==> src/rtl/udp_tx_framer_pkg.sv <==
// Shared constants, state encoding and elaboration-time helpers for the UDP transmit framer.
package udp_tx_framer_pkg;

    typedef enum logic [2:0] {
        S_IDLE, S_PRE, S_ETH, S_IP, S_UDP, S_PAY, S_FCS, S_IFG
    } state_t;

    localparam logic [7:0]  PREAMBLE_BYTE  = 8'h55;
    localparam logic [7:0]  SFD_BYTE       = 8'hD5;
    localparam logic [15:0] ETHERTYPE_IPV4 = 16'h0800;
    localparam logic [7:0]  IP_PROTO_UDP   = 8'h11;

    localparam int PRE_LEN     = 8;
    localparam int ETH_HDR_LEN = 14;
    localparam int IP_HDR_LEN  = 20;
    localparam int UDP_HDR_LEN = 8;
    localparam int FCS_LEN     = 4;
    localparam int MAX_PAYLOAD = 1472;
    localparam int PAY_CW      = $clog2(MAX_PAYLOAD + 1);

    localparam logic [31:0] CRC32_POLY = 32'h04C11DB7;

    function automatic logic [31:0] reflect32(input logic [31:0] v);
        logic [31:0] r;
        for (int i = 0; i < 32; i++) r[i] = v[31-i];
        return r;
    endfunction

    // Sum of the IPv4 header words that never change; ID and checksum words are excluded.
    function automatic logic [31:0] ip_csum_const(input logic [15:0] tot_len,
                                                  input logic [31:0] src,
                                                  input logic [31:0] dst);
        return 32'h4500 + 32'(tot_len) + 32'h4000 + 32'({8'h40, IP_PROTO_UDP})
             + 32'(src[31:16]) + 32'(src[15:0]) + 32'(dst[31:16]) + 32'(dst[15:0]);
    endfunction

endpackage

==> src/rtl/udp_tx_framer_crc32_d8.sv <==
// Byte-parallel Ethernet CRC-32 (reflected); crc holds the raw register, caller inverts for the FCS.
module crc32_d8
    import udp_tx_framer_pkg::*;
(
    input  logic        clk,
    input  logic        rstn,
    input  logic        init,
    input  logic        en,
    input  logic [7:0]  d,
    output logic [31:0] crc
);

    localparam logic [31:0] POLY_R = reflect32(CRC32_POLY);

    function automatic logic [31:0] crc_step(input logic [31:0] c, input logic [7:0] b);
        logic [31:0] r;
        r = c ^ {24'h0, b};
        for (int i = 0; i < 8; i++) r = r[0] ? ((r >> 1) ^ POLY_R) : (r >> 1);
        return r;
    endfunction

    always_ff @(posedge clk or negedge rstn) begin
        if (!rstn)     crc <= '1;
        else if (init) crc <= '1;
        else if (en)   crc <= crc_step(crc, d);
    end

endmodule

==> src/rtl/udp_tx_framer.sv <==
// Ethernet II / IPv4 / UDP frame generator: pulls payload bytes from the send buffer and emits a
// one-byte-per-cycle frame with preamble, headers, IPv4 checksum, FCS and inter-frame gap.
module udp_tx_framer
    import udp_tx_framer_pkg::*;
#(
    parameter logic [47:0] LOCAL_MAC   = 48'h3C_2B_1A_09_4D_5E,
    parameter logic [31:0] LOCAL_IP    = 32'hC0_A8_01_6E,
    parameter logic [15:0] LOCAL_PORT  = 16'hF0F0,
    parameter logic [47:0] DEST_MAC    = 48'hFF_FF_FF_FF_FF_FF,
    parameter logic [31:0] DEST_IP     = 32'hC0_A8_01_69,
    parameter logic [15:0] DEST_PORT   = 16'hA0A0,
    parameter int          PAYLOAD_LEN = 1024,
    parameter int          IFG_LEN     = 12
) (
    input  logic        clk,
    input  logic        rstn,
    input  logic        pkt_avail,
    output logic        fifo_rd_en,
    input  logic [7:0]  fifo_rd_data,
    input  logic        fifo_rd_empty,
    output logic        tx_valid,
    output logic [7:0]  tx_data,
    output logic        busy,
    output logic [15:0] pkt_cnt,
    output logic        underflow
);

    localparam int CW = ($clog2(IFG_LEN + 1) > PAY_CW) ? $clog2(IFG_LEN + 1) : PAY_CW;
    localparam logic [15:0]  TOT_LEN    = 16'(IP_HDR_LEN + UDP_HDR_LEN + PAYLOAD_LEN);
    localparam logic [15:0]  UDP_LEN    = 16'(UDP_HDR_LEN + PAYLOAD_LEN);
    localparam logic [31:0]  CSUM_CONST = ip_csum_const(TOT_LEN, LOCAL_IP, DEST_IP);
    localparam logic [111:0] ETH_HDR    = {DEST_MAC, LOCAL_MAC, ETHERTYPE_IPV4};
    localparam logic [63:0]  UDP_HDR    = {LOCAL_PORT, DEST_PORT, UDP_LEN, 16'h0000};

    state_t         state, nxt;
    logic [CW-1:0]  idx, last_idx;
    logic [7:0]     nb;
    logic [15:0]    pkt_id, ip_csum;
    logic [31:0]    csum_acc, crc;
    logic [159:0]   ip_hdr;
    logic           rd_pend, rd_window, crc_en, crc_init;

    assign ip_hdr = {8'h45, 8'h00, TOT_LEN, pkt_id, 16'h4000, 8'h40, IP_PROTO_UDP,
                     ip_csum, LOCAL_IP, DEST_IP};

    // The sequencer position (state, idx) names the byte that goes onto tx_data at the next edge,
    // so a payload byte is fetched while the sequencer sits one position earlier.
    assign rd_window  = (state == S_UDP && idx == CW'(UDP_HDR_LEN - 1)) ||
                        (state == S_PAY && idx <  CW'(PAYLOAD_LEN - 1));
    assign fifo_rd_en = rd_window & ~fifo_rd_empty;
    assign crc_init   = (state == S_PRE);
    assign crc_en     = (state == S_ETH) || (state == S_IP) || (state == S_UDP) || (state == S_PAY);

    always_comb begin
        nb       = 8'h00;
        last_idx = '0;
        nxt      = S_IFG;
        case (state)
            S_PRE: begin
                nb       = (idx == CW'(PRE_LEN - 1)) ? SFD_BYTE : PREAMBLE_BYTE;
                last_idx = CW'(PRE_LEN - 1);
                nxt      = S_ETH;
            end
            S_ETH: begin
                nb       = 8'(ETH_HDR >> (8 * (ETH_HDR_LEN - 1 - int'(idx))));
                last_idx = CW'(ETH_HDR_LEN - 1);
                nxt      = S_IP;
            end
            S_IP: begin
                nb       = 8'(ip_hdr >> (8 * (IP_HDR_LEN - 1 - int'(idx))));
                last_idx = CW'(IP_HDR_LEN - 1);
                nxt      = S_UDP;
            end
            S_UDP: begin
                nb       = 8'(UDP_HDR >> (8 * (UDP_HDR_LEN - 1 - int'(idx))));
                last_idx = CW'(UDP_HDR_LEN - 1);
                nxt      = S_PAY;
            end
            S_PAY: begin
                nb       = rd_pend ? fifo_rd_data : 8'h00;
                last_idx = CW'(PAYLOAD_LEN - 1);
                nxt      = S_FCS;
            end
            S_FCS: begin
                nb       = ~8'(crc >> (8 * int'(idx)));
                last_idx = CW'(FCS_LEN - 1);
                nxt      = S_IFG;
            end
            default: ;
        endcase
    end

    always_ff @(posedge clk or negedge rstn) begin
        if (!rstn) begin
            state     <= S_IDLE;
            idx       <= '0;
            tx_valid  <= 1'b0;
            tx_data   <= 8'h00;
            busy      <= 1'b0;
            pkt_cnt   <= 16'h0000;
            pkt_id    <= 16'h0000;
            underflow <= 1'b0;
            rd_pend   <= 1'b0;
            csum_acc  <= 32'h0;
            ip_csum   <= 16'h0;
        end else begin
            rd_pend  <= fifo_rd_en;
            tx_valid <= 1'b0;
            tx_data  <= 8'h00;
            idx      <= idx + CW'(1);
            if (rd_window && fifo_rd_empty) underflow <= 1'b1;
            case (state)
                S_IDLE: begin
                    idx <= '0;
                    if (pkt_avail) begin
                        state    <= S_PRE;
                        idx      <= CW'(1);
                        busy     <= 1'b1;
                        pkt_id   <= pkt_cnt;
                        tx_valid <= 1'b1;
                        tx_data  <= PREAMBLE_BYTE;
                    end
                end
                S_PRE, S_ETH, S_IP, S_UDP, S_PAY, S_FCS: begin
                    tx_valid <= 1'b1;
                    tx_data  <= nb;
                    if (idx == last_idx) begin
                        state <= nxt;
                        idx   <= '0;
                        if (state == S_FCS) pkt_cnt <= pkt_cnt + 16'd1;
                    end
                    // Fold the ID into the constant sum while the MAC header is going out.
                    if (state == S_ETH) begin
                        case (idx)
                            CW'(0):  csum_acc <= CSUM_CONST + 32'(pkt_id);
                            CW'(1),
                            CW'(2):  csum_acc <= 32'(csum_acc[15:0]) + 32'(csum_acc[31:16]);
                            CW'(3):  ip_csum  <= ~csum_acc[15:0];
                            default: ;
                        endcase
                    end
                end
                S_IFG: begin
                    if (idx == CW'(IFG_LEN - 1)) begin
                        state <= S_IDLE;
                        idx   <= '0;
                        busy  <= 1'b0;
                    end
                end
                default: state <= S_IDLE;
            endcase
        end
    end

    crc32_d8 u_crc (
        .clk  (clk),
        .rstn (rstn),
        .init (crc_init),
        .en   (crc_en),
        .d    (nb),
        .crc  (crc)
    );

endmodule
==> config.mk <==
export PLATFORM = sky130hd
export DESIGN_NAME = udp_tx_framer
export DESIGN_NICKNAME = d
export VERILOG_FILES = /design/src/rtl/udp_tx_framer_pkg.sv /design/src/rtl/udp_tx_framer_crc32_d8.sv /design/src/rtl/udp_tx_framer.sv
export SDC_FILE = /design/constraint.sdc
export NUM_CORES = 1
export LEC_CHECK = 0
export CAP_MARGIN = 20
export CORE_MARGIN = 2
export CORE_UTILIZATION = 45
export DETAILED_ROUTE_END_ITERATION = 6
export REMOVE_ABC_BUFFERS = 1
export SETUP_SLACK_MARGIN = 0.5
export SLEW_MARGIN = 30
export SYNTH_ARGS = -nofsm -noshare
export SYNTH_HDL_FRONTEND = slang
export SYNTH_SLANG_ARGS = --single-unit
==> constraint.sdc <==
create_clock -name clk -period 4 [get_ports clk]
set_clock_uncertainty 0.05 [all_clocks]
set_input_delay 0.8 -clock clk [delete_from_list [all_inputs] [get_ports clk]]
set_output_delay 0.8 -clock clk [all_outputs]
set_load 0.03 [all_outputs]
==> metrics.cfg, run 1 <==
[timing]
setup_viol=0
worst_pin_slew_ps=932
slew_headroom_pct=37.7
post-route-period-util_pct=89.8
fin_crit_ps=3590
drv_slew=0
hold_viol_final=0
rsz0062_at_grt=yes
whs_ps=404
max_freq_mhz=278

[synthesis]
synthTopCellsByCount=nand2_1 (105), dfrtp_1 (92), a21oi_1 (67)
synth_seq_area_share_pct=38.6
syn_area_sq_mm=0.00814
yosys.area.top_type=dfrtp_1
yosysWarnings=0
ys_types=83
synth_edf_count=0
async_flop_share_pct=100
yosys_register_bits=124
ys.flop_type=dfrtp_1
synth_area_per_cell_sq_um=9.42
yosysMostFrequentCell=nand2_1
synthCells=864
synth_top_cell_area_share_pct=28.3
synthTopCellsByArea=dfrtp_1 (28%), dfstp_2 (10%), xnor2_1 (6.5%)

[route]
firstDrtPassIters=7
routed_wl_microns=24600
drt_iter0_drc=617
route.antenna.remaining_nets=0
wl_per_cell_microns=20.5
vias=7227
viasPerCell=6.01
drc=1

[die]
ioPinCount=40
core.rowCount=49
coreArea_sq_mm=0.0178
die_y_microns=138
dieArea_sq_mm=0.0192
die_w_microns=138
start_util_pct=45.6

[outcome]
status=finished, violations left
violations=DRC

[clock_tree]
h-tree-depth=4
clk_latency_ps=430
path_clk_slew_ps=60
numCtsBuffers=17
clock_path_buffers=2
hold_buffers=0
root_buffer=clkbuf_16
cts_tree=built
cts.sinks=124

[global_routing]
antenna_found_initial=0
grt_pass1_wl_microns=39100
grt_pass1_vias=7125
grt.total_usage_pct=25.7
globalRouteOverflowTotal=0
grt_start_max_net_pins=60

[cells_and_area]
diodes=0
drive_above_1_share_pct=28.1
postLayoutCoreUtil_pct=58.3
instances_no_fill=1202
final_nets=992
syn2layout_area_growth_pct=27.7

[hold_path]
hold_class=input port to asynchronous set/reset pin

[place]
place.gp.congestion=0.927
post-place-cells=1130
hpwl_microns=17000
numPortBuffers=39

[job]
maxCapViolCount=0

[setup_path]
cp_cell_sequence=inv_2, ha_4, or4b_4, or3_4, buf_4, nor3_1, or3_4, a211oi_4, buf_4, xnor2_4, buf_12, xor2_2, xnor2_1, and2_1, a2111o_1
cpPeakStageDelay_ps=520
crit_required_ps=4300
worst_setup_path_start_kind=register
path_class=register to register
crit_path_top_delay_cell=or4b_4
cp_max_fo=5
r2r-start=idx[3]$_DFF_PN0_
crit_path_end_kind=register
crit_arrival_ps=3890
crit_start=idx[3]$_DFF_PN0_

[cell families after synthesis]
| logic type | synth area share, % |
|---|---|
| xor+xnor | 12.6 |
| buf+inv | 3.01 |
| fa+ha+maj | 3.17 |
| flops | 38.6 |
| simple gates | 17.0 |
| compound gates | 18.7 |
| mux | 6.84 |
[per-layer routing]
metal	part of all wire, %	track usage [%]	vias up
met5	0	0	-
met4	2.9	9.51	0
met3	4.8	5.33	64
met2	48	41.2	250
met1	44	34.6	3603
li1	-	-	3310
[critical path, delay by kind of cell (launching register included)]
kind | cells | cell delay [ps]
buffers and inverters | 4 | 630
adder cells (fa/ha/maj) | 1 | 220
AO/OA/AOI/OAI | 2 | 370
XOR/XNOR | 3 | 480
AND/OR/NAND/NOR | 5 | 1380
flip-flops | 1 | 380
[cell usage in the layout, fill, tap and decap left out, drive strengths merged, types with 5 or more instances in the layout]
cell type and count:
nand2 105, dfrtp 92, buf 85, a21oi 67
o21ai 67, xnor2 63, nor2 53, clkdlybuf4s50 37
xor2 34, dfstp 32, nand3 23, mux2 21
clkbuf 20, ha 19, inv 18, o211ai 16
nor2b 15, mux2i 14, nand4 12, nor3 12
o22ai 9, and3 9, nand2b 8, mux4 8
o21a 8, a21o 8, a31oi 8, a211oi 8
and2 7, clkinv 6, nor3b 5, xnor3 5
or3 5
[state kept, by name, indices dropped and copies added (netlist names)]
signal,cells
u_crc.crc,32
tx_valid,1
csum_acc,18
pkt_id,16
tx_data,8
busy,1
ip_csum,16
underflow,1
state,3
pkt_cnt,16
idx,11
rd_pend,1
[area by class of cell]
cell class / count / area (sq um)
Multi-Input combinational cell: 678 / 5230
Sequential cell: 124 / 3150
Clock inverter: 14 / 160
Fill cell: 1488 / 7450
Clock buffer: 18 / 439
Timing Repair Buffer: 124 / 1060
Tap cell: 229 / 287
Inverter: 15 / 60.1
[path summary, 6_finish.rpt]
kind,end,slack [ps],cells after the start
max,u_crc.crc[23]$_DFFE_PN1P_,410,15
min,tx_data[4]$_DFF_PN0_,400,1
max reg2reg,u_crc.crc[23]$_DFFE_PN1P_,410,15
min reg2reg,ip_csum[7]$_DFFE_PN0P_,430,2
max in group asynchronous,u_crc.crc[8]$_DFFE_PN1P_,2670,2
min in group clk,ip_csum[7]$_DFFE_PN0P_,430,2
[metrics by stage]
| stage | worst slack (ps) | area [sq um] | TNS [ps] |
|---|---|---|---|
| finish | 408 | 10400 | 0 |
| CTS | 429 | 9990 | 0 |
| floorplan | -68.7 | 7950 | -81.0 |
| global route | 331 | 10400 | 0 |
| global placement | 136 | 8980 | 0 |
| detailed placement | 11.9 | 8980 | 0 |
[what timing repair did]
item | in CTS | in global routing
resized for setup | 51 | 49
pin swaps | 14 | 13
setup endpoints to repair | 26 | 27
buffers inserted | 22 | 18
Power of run 1 is left out: the tool's default activity adds up to more than one toggle a clock period on the data nets, which glitch-free logic cannot reach.
==> run 2: changes to the inputs <==
--- a/config.mk
+++ b/config.mk
@@ -14,4 +14,5 @@
 export SLEW_MARGIN = 30
 export SYNTH_ARGS = -nofsm -noshare
 export SYNTH_HDL_FRONTEND = slang
+export SYNTH_HIERARCHICAL = 1
 export SYNTH_SLANG_ARGS = --single-unit
==> run 2 against run 1 <==
The flow now finishes without violations. Sequential share of layout area rose by 0.55 points. Non-clock buffer count shrank 20. Synthesized cell count rose by 2.7%. Via count decreased by 1.8%. Worst hold slack improved by 1.4 ps. Setup slack improved by 190 ps. First-iteration DRC count decreased by 8.4%. Critical path depth is 2 lower. Final area shrank 2.0%. Count of clock-buffer cells in the layout did not move. Fmax grew 5.7%.
==> metrics.cfg, run 2 <==
[synthesis]
synth_top_cell_area_share_pct=27.9  ; -0.42 points
ys.flop_type=dfrtp_1
yosysWarnings=6  ; +6
synthTopCellsByCount=dfrtp_1 (92), a21oi_1 (78), o21ai_0 (65)
synth_edf_count=0  ; unchanged
yosys_register_bits=124  ; unchanged
syn_area_sq_mm=0.00826  ; +1.5%
yosys.area.top_type=dfrtp_1
synthTopCellsByArea=dfrtp_1 (28%), dfstp_2 (10%), xnor2_1 (6.5%)
yosysMostFrequentCell=dfrtp_1
ys_types=78  ; -6.0%
async_flop_share_pct=100  ; unchanged
synthCells=887  ; +2.7%
synth_area_per_cell_sq_um=9.32  ; -1.1%
synth_seq_area_share_pct=38.0  ; -0.57 points

[route]
drc=0  ; -1
route.antenna.remaining_nets=0  ; unchanged
viasPerCell=5.89  ; -2.0%
wl_per_cell_microns=19.9  ; -3.0%
firstDrtPassIters=5  ; -2
routed_wl_microns=23900  ; -2.9%
vias=7097  ; -1.8%
drt_iter0_drc=565  ; -8.4%

[cells_and_area]
layout_commonest_cell=dfrtp_1
instances_no_fill=1204  ; +0.17%
largestRegisters=u_crc/crc x32, csum_acc x18
ff_latch_area_sq_mm=0.00315  ; -0.16%
mostFrequentLayoutCells=dfrtp_1 (89), a21oi_1 (77), buf_4 (63), nand2_1 (62), o21ai_0 (62)
diodes=0  ; unchanged
final_nets=994  ; +0.20%
fillers=1579  ; +6.1%
top_register=u_crc/crc
multiInputGateArea_sq_mm=0.00514  ; -1.7%
drive_above_1_share_pct=24.2  ; -3.9 points
syn2layout_area_growth_pct=23.3
largest_register_ffs=32  ; unchanged
postLayoutCoreUtil_pct=56.7  ; -1.5 points
final_area_sq_mm=0.0102  ; -2.0%

[timing]
tns_ps=0  ; unchanged
post-route-period-util_pct=85.0  ; -4.8 points
rsz0062_at_grt=yes
hold_viol_final=0  ; unchanged
drv_slew=0  ; unchanged
slew_headroom_pct=33.4  ; -4.4 points
max_freq_mhz=294  ; +5.7%
setup_viol=0  ; unchanged
worst_pin_slew_ps=992  ; +59.9 ps
fin_crit_ps=3400  ; -193 ps
setup_ws_ps=601  ; +193 ps

[global_routing]
globalRouteOverflowTotal=0  ; unchanged
grt_pass1_wl_microns=38200  ; -2.2%
grt_start_max_net_pins=125  ; +110%
grt_pass1_vias=6814  ; -4.4%
antenna_found_initial=0  ; unchanged
grt.total_usage_pct=24.8  ; -0.84 points

[place]
dp_slack_ps=125  ; +113 ps
hpwl_microns=17000  ; -0.20%
dpl-instance-area_sq_mm=0.00914  ; +1.8%
post-place-cells=1157  ; +2.4%
place.gp.congestion=0.939  ; +1.2%
numPortBuffers=39  ; unchanged

[die]
start_util_pct=46.0  ; +0.37 points
core.rowCount=49  ; unchanged
dieArea_sq_mm=0.0195  ; +1.5%
ioPinCount=40  ; unchanged
coreArea_sq_mm=0.0180  ; +0.69%
die_w_microns=140  ; +0.73%
die_y_microns=140  ; +0.73%

[clock_tree]
clk_latency_ps=420  ; about the same
numCtsBuffers=17  ; unchanged
cts.sinks=124  ; unchanged
root_buffer=clkbuf_16
h-tree-depth=4  ; unchanged
cts_tree=built
hold_buffers=0  ; unchanged
clock_path_buffers=2  ; unchanged
path_clk_slew_ps=60  ; about the same

[setup_path]
cp_max_fo=22  ; +17
worst_setup_path_start_kind=register
path_class=register to register
crit_path_end_kind=register
crit_required_ps=4310  ; about the same
crit_arrival_ps=3700  ; -190 ps

[pwr]
irDropWorstVdd_uv=895
seqPwrFrac_pct=18.5
switching_share_pct=42.2
pwr-share-comb_pct=65.5
powerDensity_mw_per_mm2=1020
power_switching_w=0.00440
p_int_w=0.00602
clkPwrFrac_pct=16.0
p_leak_nw=4.23

[hold_path]
hold_class=input port to asynchronous set/reset pin

[outcome]
status=complete, no violations

[job]
maxCapViolCount=0  ; unchanged

run 2: changes by cell type in the layout (fill, tap and decap cells not counted), sizes merged, moves of 12 or more:
| cell | change |
|---|---|
| nor3 | +18 |
| or2 | +15 |
| xnor2 | +12 |
| nand2 | -43 |
| buf | -19 |
| nor2 | +12 |
run 2: power groups by stage:
stage | Clock [W] | Combinational [W] | Sequential (W)
after floorplan | 0 | 0.00414 | 0.00206
after global placement | 0 | 0.00601 | 0.00193
after detailed placement | 0 | 0.00597 | 0.00193
after CTS | 0.00170 | 0.00632 | 0.00192
after global routing | 0.00175 | 0.00736 | 0.00196
final | 0.00167 | 0.00683 | 0.00193
run 2: cell families after synthesis:
group / after synthesis / share of synthesized area, %
AO/OA/AOI/OAI: 233 / 17.7
XOR/XNOR: 105 / 13.2
adder cells (fa/ha/maj): 20 / 3.12
buffers and inverters: 69 / 3.30
flip-flops: 124 / 38.0
multiplexers: 34 / 5.63
AND/OR/NAND/NOR: 302 / 19.0
run 2: worst paths after layout:
check | startpoint | to | slack, ps | cells after the start
max | idx[2]$_DFF_PN0_ | u_crc/crc[21]$_DFFE_PN1P_ | 600 | 13
min | rstn | busy$_DFFE_PN0P_ | 410 | 2
max reg2reg | idx[2]$_DFF_PN0_ | u_crc/crc[21]$_DFFE_PN1P_ | 600 | 13
min reg2reg | ip_csum[11]$_DFFE_PN0P_ | ip_csum[11]$_DFFE_PN0P_ | 430 | 2
max in group asynchronous | rstn | ip_csum[13]$_DFFE_PN0P_ | 2930 | 2
min in group clk | ip_csum[11]$_DFFE_PN0P_ | ip_csum[11]$_DFFE_PN0P_ | 430 | 2
run 2: worst max-delay path: stages, from the launching register on:
cell and delay, ps:
dfrtp_1 370, buf_8 210, ha_4 200, buf_4 140
nor2b_1 40, o2111a_2 300, buf_4 170, a32o_1 230
a311o_1 410, xnor2_4 280, xnor2_4 150, xor3_2 480
xor2_1 150, a21oi_1 140
run 2: per-stage QoR:
step	hold WS, ps	total power (W)
2_1_floorplan	392	0.00620
3_3_place_gp	408	0.00794
3_5_place_dp	417	0.00790
4_1_cts	434	0.00995
5_1_grt	453	0.0111
6_report	405	0.0104
run 2: layout make-up:
cell class	instances	area share [%]
timing repair buffer	104	8.87
tap	229	2.81
clock buffer	18	4.31
inverter	21	0.774
clock inverter	14	1.89
multi-input combinational	694	50.5
sequential	124	30.9
run 2: layer usage:
layer | up-vias | wire, microns | global-route usage, %
met2 | 171 | 11000 | 38.2
met3 | 37 | 1030 | 3.92
met1 | 3524 | 11400 | 36.1
met5 | - | 0 | 0
met4 | 0 | 483 | 7.76
li1 | 3365 | - | -
run 2: repair_timing:
| item | 4_1_cts | 5_1_grt |
|---|---|---|
| buffers inserted | 5 | 10 |
| endpoints found under the setup margin | 28 | 29 |
| resized for setup | 27 | 33 |
| pin swaps | 6 | 19 |
No activity file was read; power rests on OpenSTA's default activity.
